===== src/rtl/commit_monitor_pkg.sv =====
// Shared constants for the commit monitor: state codes, default PC width and small helpers.
package commit_monitor_pkg;

  localparam int PC_WIDTH_DEF = 32;

  localparam logic [1:0] ST_IDLE = 2'b00;
  localparam logic [1:0] ST_RUN  = 2'b01;
  localparam logic [1:0] ST_ERR  = 2'b10;
  localparam logic [1:0] ST_HANG = 2'b11;

  // Only IDLE and RUN can take a retirement; ERR and HANG hold until cleared.
  function automatic logic state_accepts(input logic [1:0] st);
    return (st == ST_IDLE) || (st == ST_RUN);
  endfunction

  function automatic int entry_width(input int pc_width);
    return 2 * pc_width;
  endfunction

endpackage


===== src/rtl/commit_monitor_trace_fifo.sv =====
// Circular trace buffer: overwrite-oldest on full, show-ahead head, sticky overflow flag.
module trace_fifo
  import commit_monitor_pkg::*;
#(
  parameter int WIDTH = 64,
  parameter int DEPTH = 16
) (
  input  logic                   clk,
  input  logic                   rst,
  input  logic                   clear,
  input  logic                   push,
  input  logic [WIDTH-1:0]       push_data,
  input  logic                   pop,
  output logic                   rd_valid,
  output logic [WIDTH-1:0]       rd_data,
  output logic [$clog2(DEPTH):0] count,
  output logic                   overflow
);

  localparam int AW = $clog2(DEPTH);

  logic [WIDTH-1:0] mem_r [DEPTH];
  logic [AW-1:0]    head_r;
  logic [AW-1:0]    tail_r;
  logic [AW:0]      count_r;
  logic             overflow_r;
  logic             full_s;
  logic             do_pop_s;

  // Full/empty qualification of the request lines.
  always_comb begin
    full_s   = (count_r == (AW+1)'(DEPTH));
    do_pop_s = pop && (count_r != '0);
  end

  // Storage is written at the tail on every push; no reset needed, reads are gated by count.
  always_ff @(posedge clk) begin
    if (push && !clear) begin
      mem_r[tail_r] <= push_data;
    end
  end

  // Pointer, count and overflow bookkeeping; a push into a full buffer drops the oldest entry.
  always_ff @(posedge clk or posedge rst) begin
    if (rst) begin
      head_r     <= '0;
      tail_r     <= '0;
      count_r    <= '0;
      overflow_r <= 1'b0;
    end else if (clear) begin
      head_r     <= '0;
      tail_r     <= '0;
      count_r    <= '0;
      overflow_r <= 1'b0;
    end else begin
      if (push) begin
        tail_r <= tail_r + AW'(1'b1);
      end
      if (push && do_pop_s) begin
        head_r <= head_r + AW'(1'b1);
      end else if (push && full_s) begin
        head_r     <= head_r + AW'(1'b1);
        overflow_r <= 1'b1;
      end else if (push) begin
        count_r <= count_r + (AW+1)'(1'b1);
      end else if (do_pop_s) begin
        head_r  <= head_r + AW'(1'b1);
        count_r <= count_r - (AW+1)'(1'b1);
      end
    end
  end

  assign rd_valid = (count_r != '0);
  assign rd_data  = rd_valid ? mem_r[head_r] : '0;
  assign count    = count_r;
  assign overflow = overflow_r;

endmodule


===== src/rtl/commit_monitor.sv =====
// Retirement-stream monitor: PC chain check, retirement counter, hang detection and a trace buffer.
module commit_monitor
  import commit_monitor_pkg::*;
#(
  parameter int PC_WIDTH = PC_WIDTH_DEF,
  parameter int DEPTH    = 16,
  parameter int TIMEOUT  = 1024
) (
  input  logic                   clk,
  input  logic                   rst,
  input  logic                   commit_i,
  input  logic [PC_WIDTH-1:0]    commit_pc_i,
  input  logic [PC_WIDTH-1:0]    commit_pre_pc_i,
  input  logic                   clear_i,
  input  logic                   rd_en_i,
  output logic                   rd_valid_o,
  output logic [PC_WIDTH-1:0]    rd_pc_o,
  output logic [PC_WIDTH-1:0]    rd_npc_o,
  output logic [$clog2(DEPTH):0] trace_cnt_o,
  output logic                   overflow_o,
  output logic [31:0]            commit_cnt_o,
  output logic [1:0]             state_o,
  output logic [PC_WIDTH-1:0]    err_pc_o,
  output logic [PC_WIDTH-1:0]    exp_pc_o
);

  localparam int EW = entry_width(PC_WIDTH);
  localparam int IW = $clog2(TIMEOUT + 1);

  logic [1:0]          state_r;
  logic [31:0]         commit_cnt_r;
  logic [PC_WIDTH-1:0] exp_pc_r;
  logic [PC_WIDTH-1:0] err_pc_r;
  logic [IW-1:0]       idle_r;
  logic                accept_s;
  logic                chain_ok_s;
  logic [EW-1:0]       rd_data_s;

  // The first commit out of IDLE skips the chain check.
  always_comb begin
    chain_ok_s = (state_r == ST_IDLE) || (commit_pc_i == exp_pc_r);
    accept_s   = commit_i && !clear_i && state_accepts(state_r) && chain_ok_s;
  end

  // FSM, counters and captured PCs; clear_i outranks any commit in the same cycle.
  always_ff @(posedge clk or posedge rst) begin
    if (rst) begin
      state_r      <= ST_IDLE;
      commit_cnt_r <= 32'd0;
      exp_pc_r     <= '0;
      err_pc_r     <= '0;
      idle_r       <= '0;
    end else if (clear_i) begin
      state_r      <= ST_IDLE;
      commit_cnt_r <= 32'd0;
      exp_pc_r     <= '0;
      err_pc_r     <= '0;
      idle_r       <= '0;
    end else begin
      if (accept_s) begin
        commit_cnt_r <= commit_cnt_r + 32'd1;
        exp_pc_r     <= commit_pre_pc_i;
      end
      case (state_r)
        ST_IDLE: begin
          idle_r <= '0;
          if (commit_i) begin
            state_r <= ST_RUN;
          end
        end
        ST_RUN: begin
          if (commit_i) begin
            idle_r <= '0;
            if (!chain_ok_s) begin
              state_r  <= ST_ERR;
              err_pc_r <= commit_pc_i;
            end
          end else if (idle_r >= IW'(TIMEOUT - 1)) begin
            // The TIMEOUT-th consecutive idle cycle ends the run.
            state_r <= ST_HANG;
            idle_r  <= '0;
          end else begin
            idle_r <= idle_r + IW'(1'b1);
          end
        end
        default: begin
          idle_r <= '0;
        end
      endcase
    end
  end

  trace_fifo #(
    .WIDTH (EW),
    .DEPTH (DEPTH)
  ) u_trace (
    .clk       (clk),
    .rst       (rst),
    .clear     (clear_i),
    .push      (accept_s),
    .push_data ({commit_pc_i, commit_pre_pc_i}),
    .pop       (rd_en_i),
    .rd_valid  (rd_valid_o),
    .rd_data   (rd_data_s),
    .count     (trace_cnt_o),
    .overflow  (overflow_o)
  );

  assign rd_pc_o      = rd_data_s[EW-1:PC_WIDTH];
  assign rd_npc_o     = rd_data_s[PC_WIDTH-1:0];
  assign commit_cnt_o = commit_cnt_r;
  assign state_o      = state_r;
  assign err_pc_o     = err_pc_r;
  assign exp_pc_o     = exp_pc_r;

endmodule


===== config.mk =====
export PLATFORM = sky130hd
export DESIGN_NAME = commit_monitor
export DESIGN_NICKNAME = d
export VERILOG_FILES = /design/src/rtl/commit_monitor_pkg.sv /design/src/rtl/commit_monitor_trace_fifo.sv /design/src/rtl/commit_monitor.sv
export SDC_FILE = /design/constraint.sdc
export NUM_CORES = 1
export LEC_CHECK = 0
export CAP_MARGIN = 0
export CORE_UTILIZATION = 30
export DETAILED_ROUTE_END_ITERATION = 8
export PLACE_DENSITY = 0.56
export RECOVER_POWER = 50
export SYNTH_ARGS = -nofsm -noshare
export SYNTH_HDL_FRONTEND = slang
export SYNTH_SLANG_ARGS = --single-unit

===== constraint.sdc =====
create_clock -name clk -period 17.16 [get_ports clk]
set_input_delay 1.716 -clock clk [delete_from_list [all_inputs] [get_ports clk]]
set_output_delay 1.716 -clock clk [all_outputs]
set_load 0.05 [all_outputs]

== Word level (Yosys, flattened, before mapping) ==
Memories as Yosys holds them, arrays and structs flattened.
Cells that the tools add are included.

* Logic and storage cells: 87
* Output and inout bits: 169
* Bits of input ports: 69
* Memories: 1
* Bits in writable memories: 1,024
* Bits in registers: 123

* Reduce and logical (&&, ||, !) cells: 24
* $add $sub $neg: 6
* Muxes and demuxes: 36
* Magnitude comparators: 1
* Equality and inequality tests: 10

{| class="wikitable"
|+ Memory list
! memory !! words !! width !! rd ports !! clocked after Yosys merged registers in !! write ports !! RTL line !! RTL
|-
| u_trace.mem_r || 16 || 64 || 1 || 0 || 1 || commit_monitor_trace_fifo.sv:22 || <nowiki>logic [WIDTH-1:0] mem_r [DEPTH];</nowiki>
|}

{| class="wikitable"
|+ Operator list
! cell !! count
|-
| 32-bit two-way mux || 8
|-
| 64-bit two-way mux || 1
|-
| 11-bit two-way mux || 4
|-
| 32-bit by 1-bit adder with 32-bit output (second input constant) || 1
|-
| 32-bit equality test || 1
|-
| 4-bit two-way mux || 7
|-
| 5-bit two-way mux || 5
|-
| 11-bit by 1-bit adder with 11-bit output (second input constant) || 1
|-
| 11-bit by 10-bit greater-or-equal comparator with 1-bit output (second input constant) || 1
|-
| 2-bit two-way mux || 5
|-
| 4-bit by 1-bit adder with 4-bit output (second input constant) || 2
|-
| 4-bit inequality test (second input constant) || 2
|-
| 2-bit nonzero test || 4
|-
| 1-bit logical AND || 7
|-
| 2-bit inequality test (second input constant) || 3
|-
| 3-bit AND reduction || 2
|-
| 3-bit nonzero test || 2
|-
| 5-bit by 1-bit adder with 5-bit output (second input constant) || 1
|-
| 5-bit equality test (second input constant) || 1
|-
| 1-bit two-way mux || 5
|-
| 5-bit nonzero test || 1
|-
| 5-bit by 1-bit subtractor with 5-bit output (second input constant) || 1
|-
| 4-bit by 3-bit inequality test with 1-bit output (second input constant) || 1
|-
| 2-bit one-hot mux with 2 select lines || 1
|-
| other kinds (8) || 10
|}

== Logic depth before layout (Yosys ltp) ==
* Word-level depth: 8
* Depth in mapped cells: 13
* Depth with buffers taken out: 12

== Cells and area by module ==
A second synthesis with hierarchy kept.

* Cells, all modules: 2,195
* Area, all modules: 45,134.5 um^2

{| class="wikitable"
|+ By module, submodules not included
! module !! instances !! area each (um^2) !! cells an instance !! seq. area each (um^2)
|-
| trace_fifo || 1 || 39,725.6 || 1,681 || 31,099.8
|-
| commit_monitor || 1 || 5,408.9 || 514 || 2,727.6
|}

== Worst setup path after synthesis ==
No wires, ideal clock.

* Path kind: input to register
* Start point: input commit_pc_i[14]
* End point: memory u_trace.mem_r[0][0] (enable)
* Stages on the path: 8
* Required time: 16,595 ps
* Slack: 9,157 ps
* Library setup time: 565 ps
* Path buffers: 1
* Arrival: 7,438 ps
* Cell sequence: xor2_1 nor4_1 nand4_1 o21a_2 buf_6 nor2_1 nand2_1 nor3_1

* Cells in the longest elaborated chain, start to end: 6

{| class="wikitable"
|+ Ends and longest elaborated chain
! element !! RTL line !! RTL
|-
| from (decl) || commit_monitor.sv:12 || <nowiki>input logic [PC_WIDTH-1:0] commit_pc_i,</nowiki>
|-
| 32-bit equality test || commit_monitor.sv:41 || <nowiki>chain_ok_s = (state_r == ST_IDLE) || (commit_pc_i == exp_pc_r);</nowiki>
|-
| 1-bit logical OR || commit_monitor.sv:41 ||
|-
| 1-bit logical AND || commit_monitor.sv:42 || <nowiki>accept_s = commit_i && !clear_i && state_accepts(state_r) && chain_ok_s;</nowiki>
|-
| 1-bit logical AND || commit_monitor_trace_fifo.sv:38 || <nowiki>if (push && !clear) begin</nowiki>
|-
| 1-bit two-way mux || commit_monitor_trace_fifo.sv:38 ||
|-
| 1-bit two-way mux (not written as such) || commit_monitor_trace_fifo.sv:39 || <nowiki>mem_r[tail_r] <= push_data;</nowiki>
|-
| to (decl) || commit_monitor_trace_fifo.sv:22 ||
|}

Every way passes these cells.

==> out/metrics.cfg <==
[run_status]
status = finished, violations left
violations = capacitance limit, slew limit

[critical_path]
crit_slowest_cell = clkbuf_1
path_buf_inv = 3
reg2reg_depth = 9
required_ps = 16630
startpoint_type = primary input
path_delay_family = buffers and inverters
critPathKind = in -> async
critPathMaxStageDelay_ps = 2650
endpoint_kind = asynchronous set/reset pin
crit_cells = 3
critPathArrivalTime_ps = 6570
path_max_fanout = 63
crit_chain = dlygate4sd3_1, clkinvlp_2, clkbuf_1

[global_routing]
grt_max_degree = 153
grt_pass1_vias = 23456
grt_pass1_wl_mm = 169
antenna_found_initial = 16
grt.overflow.total = 0
grt_usage_pct = 15.5

[detailed_routing]
vias_per_cell = 4.97
firstDrtPassIters = 5
drc_errors = 0
drtAntennaViolNets = 0
wl_per_cell_um = 26.4
drt_wl_total_mm = 118
via_count = 22215
drt-initial-drc-count = 2186

[power]
p_sw_share_pct = 29.6
intPower_mw = 5.42
pwr-share-comb_pct = 24.8
ir_drop_mv = 0.101
power.density_nw_per_um2 = 143
total_power_mw = 7.70
p_sw_mw = 2.28
pwr-share-clk_pct = 34.4
pwr-share-seq_pct = 40.9
p_leak_nw = 17.4

[synth]
syn_inst = 2134
syn_nets = 2215
ys_async_sr_fraction_pct = 10.7
seq_area_frac_synth_pct = 75.4
synthTopCellsByCount = edfxtp_1, mux4_2, dfrtp_1
post-synth-top-count-cell = edfxtp_1
yosys_register_bits = 1147
ys.warnings.count = 0
ys.flop_type = edfxtp_1
netlist.area_leader.share_pct = 68.5
syn_area_um2 = 44900
avgSynthCellArea_um2 = 21.0
yosys.area.top_type = edfxtp_1
ys_types = 59
synth-edff-count = 1024
ys_top_cells_by_area = edfxtp_1, mux4_2, dfrtp_1

[clock_tree]
cts.path.max_buffers = 3
cts-buffers-inserted = 117
cts.sinks = 1147
clk_latency_ps = 720
cts_hold_buf = 0
htree_levels = 3
cts-resized-gates = 0
cts_tree = built
postCtsSetupBuffers = 0
path_clk_slew_ps = 60
cts-root-buf = clkbuf_16

[sta]
setup-tns-final_ps = 0
period_share_pct = 41.4
worstMarginPinSlew_ps = 3630
setup_viol = 0
hold_violations = 0
slew_headroom_pct = -142
max_freq_mhz = 141
finalMaxSlewViolations = 126
rsz0062_at_grt = no
timing.final.ws_setup_ps = 10060
clock_skew_ps = 56.7
period_needed_ps = 7100

[die]
initial_core_util_pct = 30.3
die_w_um = 389
dieArea_um2 = 151000
die_y_um = 389
coreArea_um2 = 148000
row_count = 141
ios = 238

[placed_design]
hpwl_mm = 71.4
routabilityCongestion = 0.798
dp_cells = 4243
io_buffers = 237
placed_area_um2 = 49800
dp_slack_ps = 10350

[finish]
stdcell_area_um2 = 53800
nets = 2513
fin_cells = 4471
syn2layout_area_growth_pct = 19.9
layout-drive-gt1-share_pct = 23.1
fillCellCount = 13556

[min_path]
worst_hold_path_type = reg -> reg
min_path_cells = 1

[run]
cap_violations = 2

-- through the flow --
stage	hold WS [ps]	util, %
after global placement	468	33.6
after CTS	509	36.4
after detailed placement	491	33.6
after floorplan	455	-
final	513	36.3
after global routing	521	36.3
-- cell usage in the layout (no fill, tap or decap), types with 14 or more instances in the layout --
cell	instances
inv_1	15
bufinv_16	14
xor2_1	42
xnor2_1	22
clkinv_2	24
edfxtp_1	1024
clkbuf_16	119
nand3_1	21
nand2_1	85
buf_4	31
clkbuf_1	43
dlygate4sd3_1	140
clkbuf_8	18
nor4_1	18
nor2_1	86
mux2i_1	37
mux4_2	320
and2_1	65
dfrtp_1	120
clkdlybuf4s50_1	96
a21oi_1	47
-- routing by layer --
layer  share of wire, %  vias to the layer above  global-route usage, %
met5             0.0059                        -                      0
met4                1.9                        2                   3.54
met3                8.8                      156                   4.64
met2                 47                      811                   24.5
met1                 42                    11948                   21.0
li1                   -                     9298                      -
-- path summary, 6_finish.rpt --
kind                                   start                    to  slack [ps]
max                                      rst     u_trace.head_r[0]       10060
min                                idle_r[0]             idle_r[0]         510
max reg2reg                     exp_pc_o[29]  u_trace.mem_r[3][45]       12330
min reg2reg                        idle_r[0]             idle_r[0]         510
max in group clk           u_trace.head_r[0]           rd_pc_o[20]       10080
min in group asynchronous                rst           err_pc_o[6]        2270
-- registers in the layout, summed over array words and instances, names as in the netlist, 2 cells and up --
register	flops
idle_r	11
err_pc_o	32
commit_cnt_o	32
exp_pc_o	32
u_trace.head_r	4
u_trace.tail_r	4
u_trace.mem_r	1024
u_trace.count	5
state_o	2
-- power groups by stage --
| stage | Clock (mW) | Sequential (mW) | Combinational (mW) |
|---|---|---|---|
| floorplan | 0 | 3.21 | 1.29 |
| global placement | 0 | 3.21 | 1.95 |
| detailed placement | 0 | 3.21 | 1.97 |
| CTS | 2.70 | 3.15 | 1.97 |
| global route | 2.80 | 3.15 | 2.03 |
| finish | 2.65 | 3.15 | 1.91 |
-- cells by family after synthesis --
family	share of synthesized area, %
other	0.00836
AO/OA/AOI/OAI	0.979
flip-flops	75.4
adder cells (fa/ha/maj)	0.351
AND/OR/NAND/NOR	3.88
buffers and inverters	1.18
multiplexers	17.0
XOR/XNOR	1.25
-- cell type report --
class                           count  area, µm²  area share (%)
Multi-Input combinational cell    858      10700            19.8
Timing Repair Buffer              291       2720            5.05
Clock buffer                      158       3300            6.14
Clock inverter                     66        803            1.49
Inverter                           17       67.6           0.126
Antenna cell                        4       10.0          0.0186
Sequential cell                  1147      33800            62.9
Tap cell                         1930       2410            4.49
(Power assumes the default switching activity.)
